<file path="src/rtl/pipeline_ctrl_pkg.sv">
// Shared encodings for the pipeline run/step/halt sequencer.
package pipeline_ctrl_pkg;

    typedef enum logic [1:0] {
        StIdle = 2'd0,
        StRun  = 2'd1,
        StStep = 2'd2,
        StDone = 2'd3
    } seq_state_e;

    localparam int unsigned DRAIN_CYCLES_DEFAULT = 3;

endpackage

</file>
<file path="src/rtl/hazard_detect.sv">
// Load-use and branch-compare-in-ID hazard detection for the 5-stage pipeline.
module hazard_detect (
    input  logic [4:0] rs_d_i,
    input  logic [4:0] rt_d_i,
    input  logic       mem_read_e_i,
    input  logic [4:0] rt_e_i,
    input  logic       reg_write_e_i,
    input  logic [4:0] write_reg_e_i,
    input  logic       mem_read_m_i,
    input  logic [4:0] write_reg_m_i,
    input  logic       branch_d_i,
    output logic       load_use_o,
    output logic       br_haz_o
);

    logic ex_dep;
    logic mem_dep;

    always_comb begin
        load_use_o = mem_read_e_i && (rt_e_i != 5'd0) &&
                     ((rt_e_i == rs_d_i) || (rt_e_i == rt_d_i));
        // Branches compare in ID, so ALU results still in EX and loads in MEM are not forwardable.
        ex_dep     = reg_write_e_i && (write_reg_e_i != 5'd0) &&
                     ((write_reg_e_i == rs_d_i) || (write_reg_e_i == rt_d_i));
        mem_dep    = mem_read_m_i && (write_reg_m_i != 5'd0) &&
                     ((write_reg_m_i == rs_d_i) || (write_reg_m_i == rt_d_i));
        br_haz_o   = branch_d_i && (ex_dep || mem_dep);
    end

endmodule

</file>
<file path="src/rtl/pipeline_sequencer.sv">
// Run/step/halt sequencer: stage enables, bubble insertion, HALT drain and debug counters.
module pipeline_sequencer
    import pipeline_ctrl_pkg::*;
#(
    parameter int unsigned DRAIN_CYCLES = DRAIN_CYCLES_DEFAULT,
    parameter int unsigned CNT_W        = 32
) (
    input  logic             i_clk,
    input  logic             i_reset,
    input  logic             i_run,
    input  logic             i_step,
    input  logic             i_halt_req,
    input  logic             i_halt_instr_D,
    input  logic [4:0]       i_instr_rs_D,
    input  logic [4:0]       i_instr_rt_D,
    input  logic             i_mem_read_E,
    input  logic [4:0]       i_instr_rt_E,
    input  logic             i_reg_write_E,
    input  logic [4:0]       i_write_reg_E,
    input  logic             i_mem_read_M,
    input  logic [4:0]       i_write_reg_M,
    input  logic             i_branch_D,
    input  logic             i_pc_src_D,
    output logic             o_pc_en,
    output logic             o_if_id_en,
    output logic             o_ex_mem_en,
    output logic             o_mem_wb_en,
    output logic             o_if_id_flush,
    output logic             o_id_ex_flush,
    output logic [1:0]       o_state,
    output logic             o_done,
    output logic [CNT_W-1:0] o_cycle_count,
    output logic [CNT_W-1:0] o_stall_count
);

    localparam int unsigned       DCNT_W     = $clog2(DRAIN_CYCLES + 1);
    localparam logic [DCNT_W-1:0] DRAIN_LAST = DCNT_W'(DRAIN_CYCLES - 1);

    seq_state_e        state_q;
    logic              drain_q;
    logic [DCNT_W-1:0] drain_cnt_q;
    logic [CNT_W-1:0]  cycle_cnt_q;
    logic [CNT_W-1:0]  stall_cnt_q;

    logic load_use;
    logic br_haz;
    logic adv;
    logic stall;
    logic halt_hit;
    logic drain_done;

    hazard_detect u_hazard_detect (
        .rs_d_i        (i_instr_rs_D),
        .rt_d_i        (i_instr_rt_D),
        .mem_read_e_i  (i_mem_read_E),
        .rt_e_i        (i_instr_rt_E),
        .reg_write_e_i (i_reg_write_E),
        .write_reg_e_i (i_write_reg_E),
        .mem_read_m_i  (i_mem_read_M),
        .write_reg_m_i (i_write_reg_M),
        .branch_d_i    (i_branch_D),
        .load_use_o    (load_use),
        .br_haz_o      (br_haz)
    );

    always_comb begin
        adv        = (state_q == StRun) || (state_q == StStep);
        // While draining, ID only holds the HALT, so its hazards are irrelevant.
        stall      = (load_use || br_haz) && !drain_q;
        halt_hit   = i_halt_instr_D && !stall && !drain_q;
        drain_done = adv && ((drain_q && (drain_cnt_q == DRAIN_LAST)) ||
                             (halt_hit && (DRAIN_CYCLES == 1)));

        o_pc_en       = 1'b0;
        o_if_id_en    = 1'b0;
        o_ex_mem_en   = 1'b0;
        o_mem_wb_en   = 1'b0;
        o_if_id_flush = 1'b0;
        o_id_ex_flush = 1'b0;
        if (adv) begin
            o_ex_mem_en = 1'b1;
            o_mem_wb_en = 1'b1;
            if (drain_q) begin
                o_id_ex_flush = 1'b1;
            end else begin
                o_pc_en       = !stall && !halt_hit;
                o_if_id_en    = !stall && !halt_hit;
                o_id_ex_flush = stall || halt_hit;
                o_if_id_flush = i_pc_src_D && !stall && !halt_hit;
            end
        end

        o_state       = state_q;
        o_done        = (state_q == StDone);
        o_cycle_count = cycle_cnt_q;
        o_stall_count = stall_cnt_q;
    end

    always_ff @(posedge i_clk or posedge i_reset) begin
        if (i_reset) begin
            state_q     <= StIdle;
            drain_q     <= 1'b0;
            drain_cnt_q <= '0;
            cycle_cnt_q <= '0;
            stall_cnt_q <= '0;
        end else begin
            if (adv) begin
                if (cycle_cnt_q != '1) begin
                    cycle_cnt_q <= cycle_cnt_q + CNT_W'(1);
                end
                if (stall && (stall_cnt_q != '1)) begin
                    stall_cnt_q <= stall_cnt_q + CNT_W'(1);
                end
                if (halt_hit) begin
                    drain_q     <= 1'b1;
                    drain_cnt_q <= DCNT_W'(1);
                end else if (drain_q) begin
                    drain_cnt_q <= drain_cnt_q + DCNT_W'(1);
                end
            end

            // Drain completion wins over any debug request in the same cycle.
            if (drain_done) begin
                state_q <= StDone;
            end else begin
                case (state_q)
                    StIdle: begin
                        if (i_run) begin
                            state_q <= StRun;
                        end else if (i_step) begin
                            state_q <= StStep;
                        end
                    end
                    StRun: begin
                        if (i_halt_req) begin
                            state_q <= StIdle;
                        end
                    end
                    StStep: state_q <= StIdle;
                    StDone: state_q <= StDone;
                endcase
            end
        end
    end

endmodule

</file>
<file path="config.mk">
export PLATFORM = sky130hd
export DESIGN_NAME = pipeline_sequencer
export DESIGN_NICKNAME = d
export VERILOG_FILES = /design/src/rtl/pipeline_ctrl_pkg.sv /design/src/rtl/hazard_detect.sv /design/src/rtl/pipeline_sequencer.sv
export SDC_FILE = /design/constraint.sdc
export NUM_CORES = 1
export LEC_CHECK = 0
export ABC_AREA = 1
export BUFFER_PORTS_ARGS = -buffer_cell sky130_fd_sc_hd__buf_4
export CAP_MARGIN = 20
export CORE_MARGIN = 5
export CORE_UTILIZATION = 45
export CTS_CLUSTER_SIZE = 8
export DETAILED_ROUTE_END_ITERATION = 8
export GPL_ROUTABILITY_DRIVEN = 0
export PLACE_DENSITY = 0.7
export SLEW_MARGIN = 20
export SYNTH_ARGS = -nofsm -noshare
export SYNTH_HDL_FRONTEND = slang
export SYNTH_HIERARCHICAL = 1
export SYNTH_SLANG_ARGS = --single-unit
</file>
<file path="constraint.sdc">
create_clock -name i_clk -period 2.9 [get_ports i_clk]
set_clock_uncertainty 0.2 [all_clocks]
set_input_delay 0.29 -clock i_clk [delete_from_list [all_inputs] [get_ports i_clk]]
set_output_delay 0.29 -clock i_clk [all_outputs]
set_load 0.05 [all_outputs]
</file>
# Word-level counts from Yosys, hierarchy flattened
# Index checks and enable logic that the tools add are counted.
[totals] regBits=69 latch_bits=0 mem_bits_rw=0 rom_bits=0 inputBits=36 output_inout_bits=73 word_cells=72 n_memories=0
[classes] addsub=3 mul=0 div=0 magnitude_cmp=0 eq_ne=14 n_shift=0 mux=14 bitwise_logic=0 reduce_logical=36
[ops] operator="32-bit by 1-bit adder with 32-bit output (second input constant)" n=2
[ops] operator="32-bit inequality test (second input constant)" n=2
[ops] operator="5-bit == test" n=6
[ops] operator="1-bit logical AND" n=16
[ops] operator="5-bit nonzero test" n=3
[ops] operator="2-bit two-way mux" n=6
[ops] operator="2-bit AND reduction" n=5
[ops] operator="2-bit one-hot mux with 4 select lines" n=1
[ops] operator="1-bit logical OR" n=7
[ops] operator="1-bit two-way mux" n=7
[ops] operator="2-bit == test (second input constant)" n=3
[ops] operator="4-bit inequality test (second input constant)" n=1
[ops] operator="1-bit logical NOT" n=3
[ops] operator="3-bit inequality test (second input constant)" n=1
[ops] operator="2-bit by 1-bit adder with 2-bit output (second input constant)" n=1
[ops] operator="2-bit by 1-bit == test with 1-bit output (second input constant)" n=1
[ops] operator="2-bit logical NOT" n=1
[ops] operator="2-bit nonzero test" n=1

# Depth between registers and ports, before layout
[depth] word_depth=14 mapped_depth=16

# Modules after synthesis
# The synthesis kept the hierarchy.
[by_module_without_submodules] mod="pipeline_sequencer" instances=1 cells_each=712 area_per_inst_um2=4647.0 seq_area_each_um2=1726.7
[by_module_without_submodules] mod="hazard_detect" instances=1 cells_each=116 area_per_inst_um2=524.3 seq_area_each_um2=0.0

# Least setup slack after synthesis
# OpenSTA, ideal clock, no wires.
[synth_path] kind="flip-flop to output port" startpoint="reg state_q[1], in the netlist o_state[1]" endpoint="out o_if_id_flush" arrival_ns=3.112 required_time_ns=2.410 setup_slack_ns=-0.702 path_stages_with_launch=6 n_path_buf=1 path_cell_list="dfrtp_1 -> inv_1 -> ha_1 -> buf_2 -> clkinv_1 -> nor3b_1"
[synth_via] elab_chain_len=3
[synth_lines] element="start, declared" line_no="pipeline_sequencer.sv:39" text="seq_state_e state_q;"
[synth_lines] element="start signal, assigned" line_no="pipeline_sequencer.sv:101" text="state_q <= StIdle;"
[synth_lines] element="start signal, assigned" line_no="pipeline_sequencer.sv:124" text="state_q <= StDone;"
[synth_lines] element="start signal, assigned" line_no="pipeline_sequencer.sv:129" text="state_q <= StRun;"
[synth_lines] element="2-bit by 1-bit == test with 1-bit output or 2-bit == test (tied branches)" line_no="pipeline_sequencer.sv:67" text="adv = (state_q == StRun) || (state_q == StStep);"
[synth_lines] element="1-bit logical OR (*)" line_no="pipeline_sequencer.sv:67"
[synth_lines] element="1-bit two-way mux (*)" line_no="pipeline_sequencer.sv:80" text="if (adv) begin"
[synth_lines] element="end, declared" line_no="pipeline_sequencer.sv:28" text="output logic o_if_id_flush,"
# Every way passes the cells marked *; elsewhere a longest branch is shown, timed or not.

# Worst setup path in the final report
[layout_path] startpoint="reg state_q[0], in the netlist o_state[0]" endpoint="out o_if_id_flush"
# Same word-level chain as after synthesis.

==> summary.txt <==
Critical path
  – WS Path Type: reg2out
  – CP endpoint kind: output port
  – Critical R2R Launch: o_stall_count[0]$_DFFE_PP0P_
  – Worst R2R End: o_stall_count[27]$_DFFE_PP0P_
  – R2R Setup Slk: 0.57 ns
  – CP required: 2.41 ns
  – Critical Path Start: o_state[0]$_DFFE_PP0P_
  – Worst reg2reg path depth: 11
  – CP Launch Type: flop
  – Critical path arrival: 1.89 ns
  – Max FO, Critical Path: 9

Placement
  – Cell Area, Placed: 6130 sq um
  – Port Buffers: 108
  – Dpl cells: 1070
  – Hpwl dp: 10700 microns

Clock tree
  – Worst-skew pair later-pin latency: 0.34 ns
  – CTS tree: done
  – CTS max path bufs: 2
  – CTS root buf: clkbuf_16
  – Total CTS buffers: 9
  – Worst-path clk slew: 0.06 ns
  – Postcts setup bufs: 0
  – # hold bufs at CTS: 1
  – Clk sinks: 69
  – Post-CTS sizing: 0
  – Max H-tree Level: 3

STA
  – Final cycle utilization of the critical path: 82.2%
  – Fmax achieved: 419 MHz
  – Post-layout minimum cycle time: 2.38 ns
  – Worst Tran Pin Value: 0.838 ns
  – Final setup TNS: 0 ns
  – Hold Vio Cnt, Final: 0
  – Rel. slew slack: 44.0%
  – RSZ-0062 raised after global routing: no
  – Pins Over Slew Limit: 0
  – Final setup viols: 0

Finish
  – Net count, final: 982
  – Share of layout cells above drive strength 1: 16.7%
  – Finished Layout Cells: 1087
  – Commonest non-fill, non-tap cell in the layout: nand2_1
  – Ant. Diodes: 0
  – Most frequent cells in the layout: nand2_1, buf_4, nor2_1, inv_1, dfrtp_1
  – P&R area growth vs syn: 24.1%
  – Design area: 6410 sq um

Routing
  – ANT nets after route: 0
  – Pre-antenna DRT Iters: 5
  – WL final: 13900 microns
  – DRC viols: 0
  – DR vias/cell: 4.87
  – Vias: 5297
  – DR iter-0 viols: 448
  – WL/cell: 12.8 microns

Die
  – Row count: 39
  – Die width: 117 microns
  – Initial core utilization: 45.7%
  – CORE AREA: 11300 sq um
  – IO Pins: 109
  – Die Ht: 117 microns
  – DIE AREA: 13700 sq um

GRT
  – Largest net degree at the start of global routing: 41
  – Vias in the first global route: 4893
  – Initial antenna violation count: 0
  – Total GRT Usage: 20.9%
  – First-pass GRT wire length: 22900 microns
  – Grt ovf: 0

Power and ir drop
  – P_leak: 3.29 nW
  – Comb pwr share: 39.0%
  – Clock share of power: 29.4%
  – Worst vdd ir: 0.572 mV
  – Power per cell area: 546 nW/um^2
  – Internal power: 2.02 mW
  – Sw Ratio: 42.4%
  – Reg power frac: 31.7%
  – Psw: 1.48 mW

Logic synthesis
  – Syn Nets: 871
  – Xor/xnor cell area share of the yosys netlist: 6.77%
  – Multiplexer area fraction after synthesis: 0%
  – Seq/Total Area, Yosys: 33.4%
  – Compound-Gate Fraction of Synth Area: 1.91%
  – Distinct cells, synth: 30
  – Largest family of logic cells by synthesized area: simple AND/OR/NAND/NOR gates
  – Syn Area/Cell: 6.25 sq um
  – Cells after synthesis: 828
  – Mapped cell area: 5170 sq um
  – Yosys reg bits: 69
  – Fraction of the mapped netlist area in adder cells: 1.69%
  – Syn. warnings: 6
  – Simple-Gate Fraction of Synth Area: 48.3%

Outcome
  – Status: complete, no violations

Hold path
  – Worst Hold Class: in2reg
  – HP Start: i_run
  – Hold Path Cell Cnt: 3
  – Hold EP: o_state[0]$_DFFE_PP0P_

Flow run
  – # Max-Cap Violations: 0
-- sequential cells by signal (all words and copies together) (netlist names) --
register	cells
drain_q	1
o_stall_count	32
o_state	2
o_cycle_count	32
drain_cnt_q	2
-- stage by stage --
step | util, % | setup WS, ns | hold WS (ns) | power [mW]
2_1_floorplan | - | 0.0690 | 0.281 | 2.15
3_3_place_gp | 54.1 | 0.587 | 0.311 | 2.50
3_5_place_dp | 54.1 | 0.561 | 0.306 | 2.51
4_1_cts | 56.7 | 0.492 | 0.0678 | 3.56
5_1_grt | 56.7 | 0.373 | 0.0855 | 3.70
6_report | 56.7 | 0.516 | 0.0799 | 3.50
-- Yosys cell counts --
| library cell | number | share of area [%] |
|---|---|---|
| a21oi_1 | 7 | 0.68 |
| a21oi_2 | 1 | 0.17 |
| a31oi_1 | 1 | 0.12 |
| and2_1 | 1 | 0.12 |
| buf_1 | 1 | 0.073 |
| buf_2 | 8 | 0.77 |
| buf_4 | 2 | 0.29 |
| buf_6 | 7 | 1.5 |
| clkinv_1 | 1 | 0.073 |
| dfrtp_1 | 69 | 33 |
| ha_1 | 7 | 1.7 |
| inv_1 | 69 | 5.0 |
| inv_2 | 2 | 0.15 |
| nand2_1 | 399 | 29 |
| nand2_2 | 4 | 0.48 |
| nand3_1 | 30 | 2.9 |
| nand3_2 | 1 | 0.19 |
| nand3_4 | 1 | 0.34 |
| nand3b_1 | 20 | 2.9 |
| nand4_1 | 18 | 2.2 |
| nor2_1 | 117 | 8.5 |
| nor2_2 | 3 | 0.36 |
| nor2_4 | 3 | 0.65 |
| nor3_1 | 5 | 0.48 |
| nor3b_1 | 1 | 0.15 |
| nor4_1 | 1 | 0.12 |
| o21ai_0 | 8 | 0.77 |
| o21ai_2 | 1 | 0.17 |
| xnor2_1 | 15 | 2.5 |
| xor2_1 | 25 | 4.2 |
-- worst max path at each step --
stage / to / slack (ns) / cells after the start
finish: o_if_id_flush / 0.52 / 6
global route: o_stall_count[6]$_DFFE_PP0P_ / 0.37 / 9
CTS: o_if_id_flush / 0.49 / 6
detailed placement: o_if_id_flush / 0.56 / 11
global placement: o_if_id_flush / 0.59 / 13
floorplan: o_pc_en / 0.07 / 6
-- per-layer routing --
metal,part of all wire [%],up-vias,GRT usage [%]
met1,47,2409,27.5
met4,1.5,0,6.04
met3,4.8,16,4.16
li1,-,2762,-
met2,47,110,34.7
met5,0,-,0
-- power groups by stage --
stage          registers, mW  clock network (mW)  logic (mW)
3_3_place_gp            1.12                   0        1.37
6_report                1.11                1.03        1.36
3_5_place_dp            1.12                   0        1.38
5_1_grt                 1.12                1.10        1.48
2_1_floorplan           1.26                   0       0.884
4_1_cts                 1.11                1.06        1.39
-- critical path, cell delays in order, from the launching register on --
cell	delay (ns)
dfrtp_2	0.41
inv_1	0.07
ha_2	0.33
clkinv_1	0.11
buf_4	0.22
nor3b_4	0.19
buf_4	0.22
-- cell families after synthesis --
group,Yosys count
adder cells (fa/ha/maj),7
XOR/XNOR,40
AND/OR/NAND/NOR,604
buffers and inverters,90
flip-flops,69
AO/OA/AOI/OAI,18
-- cell type report --
| type | instances | area (sq um) |
|---|---|---|
| tap | 143 | 179 |
| timing repair buffer | 118 | 888 |
| sequential | 69 | 1730 |
| clock inverter | 6 | 38.8 |
| clock buffer | 10 | 239 |
| inverter | 72 | 270 |
| fill | 1150 | 4910 |
| multi-input combinational | 669 | 3070 |
(Power assumes the default switching activity.)
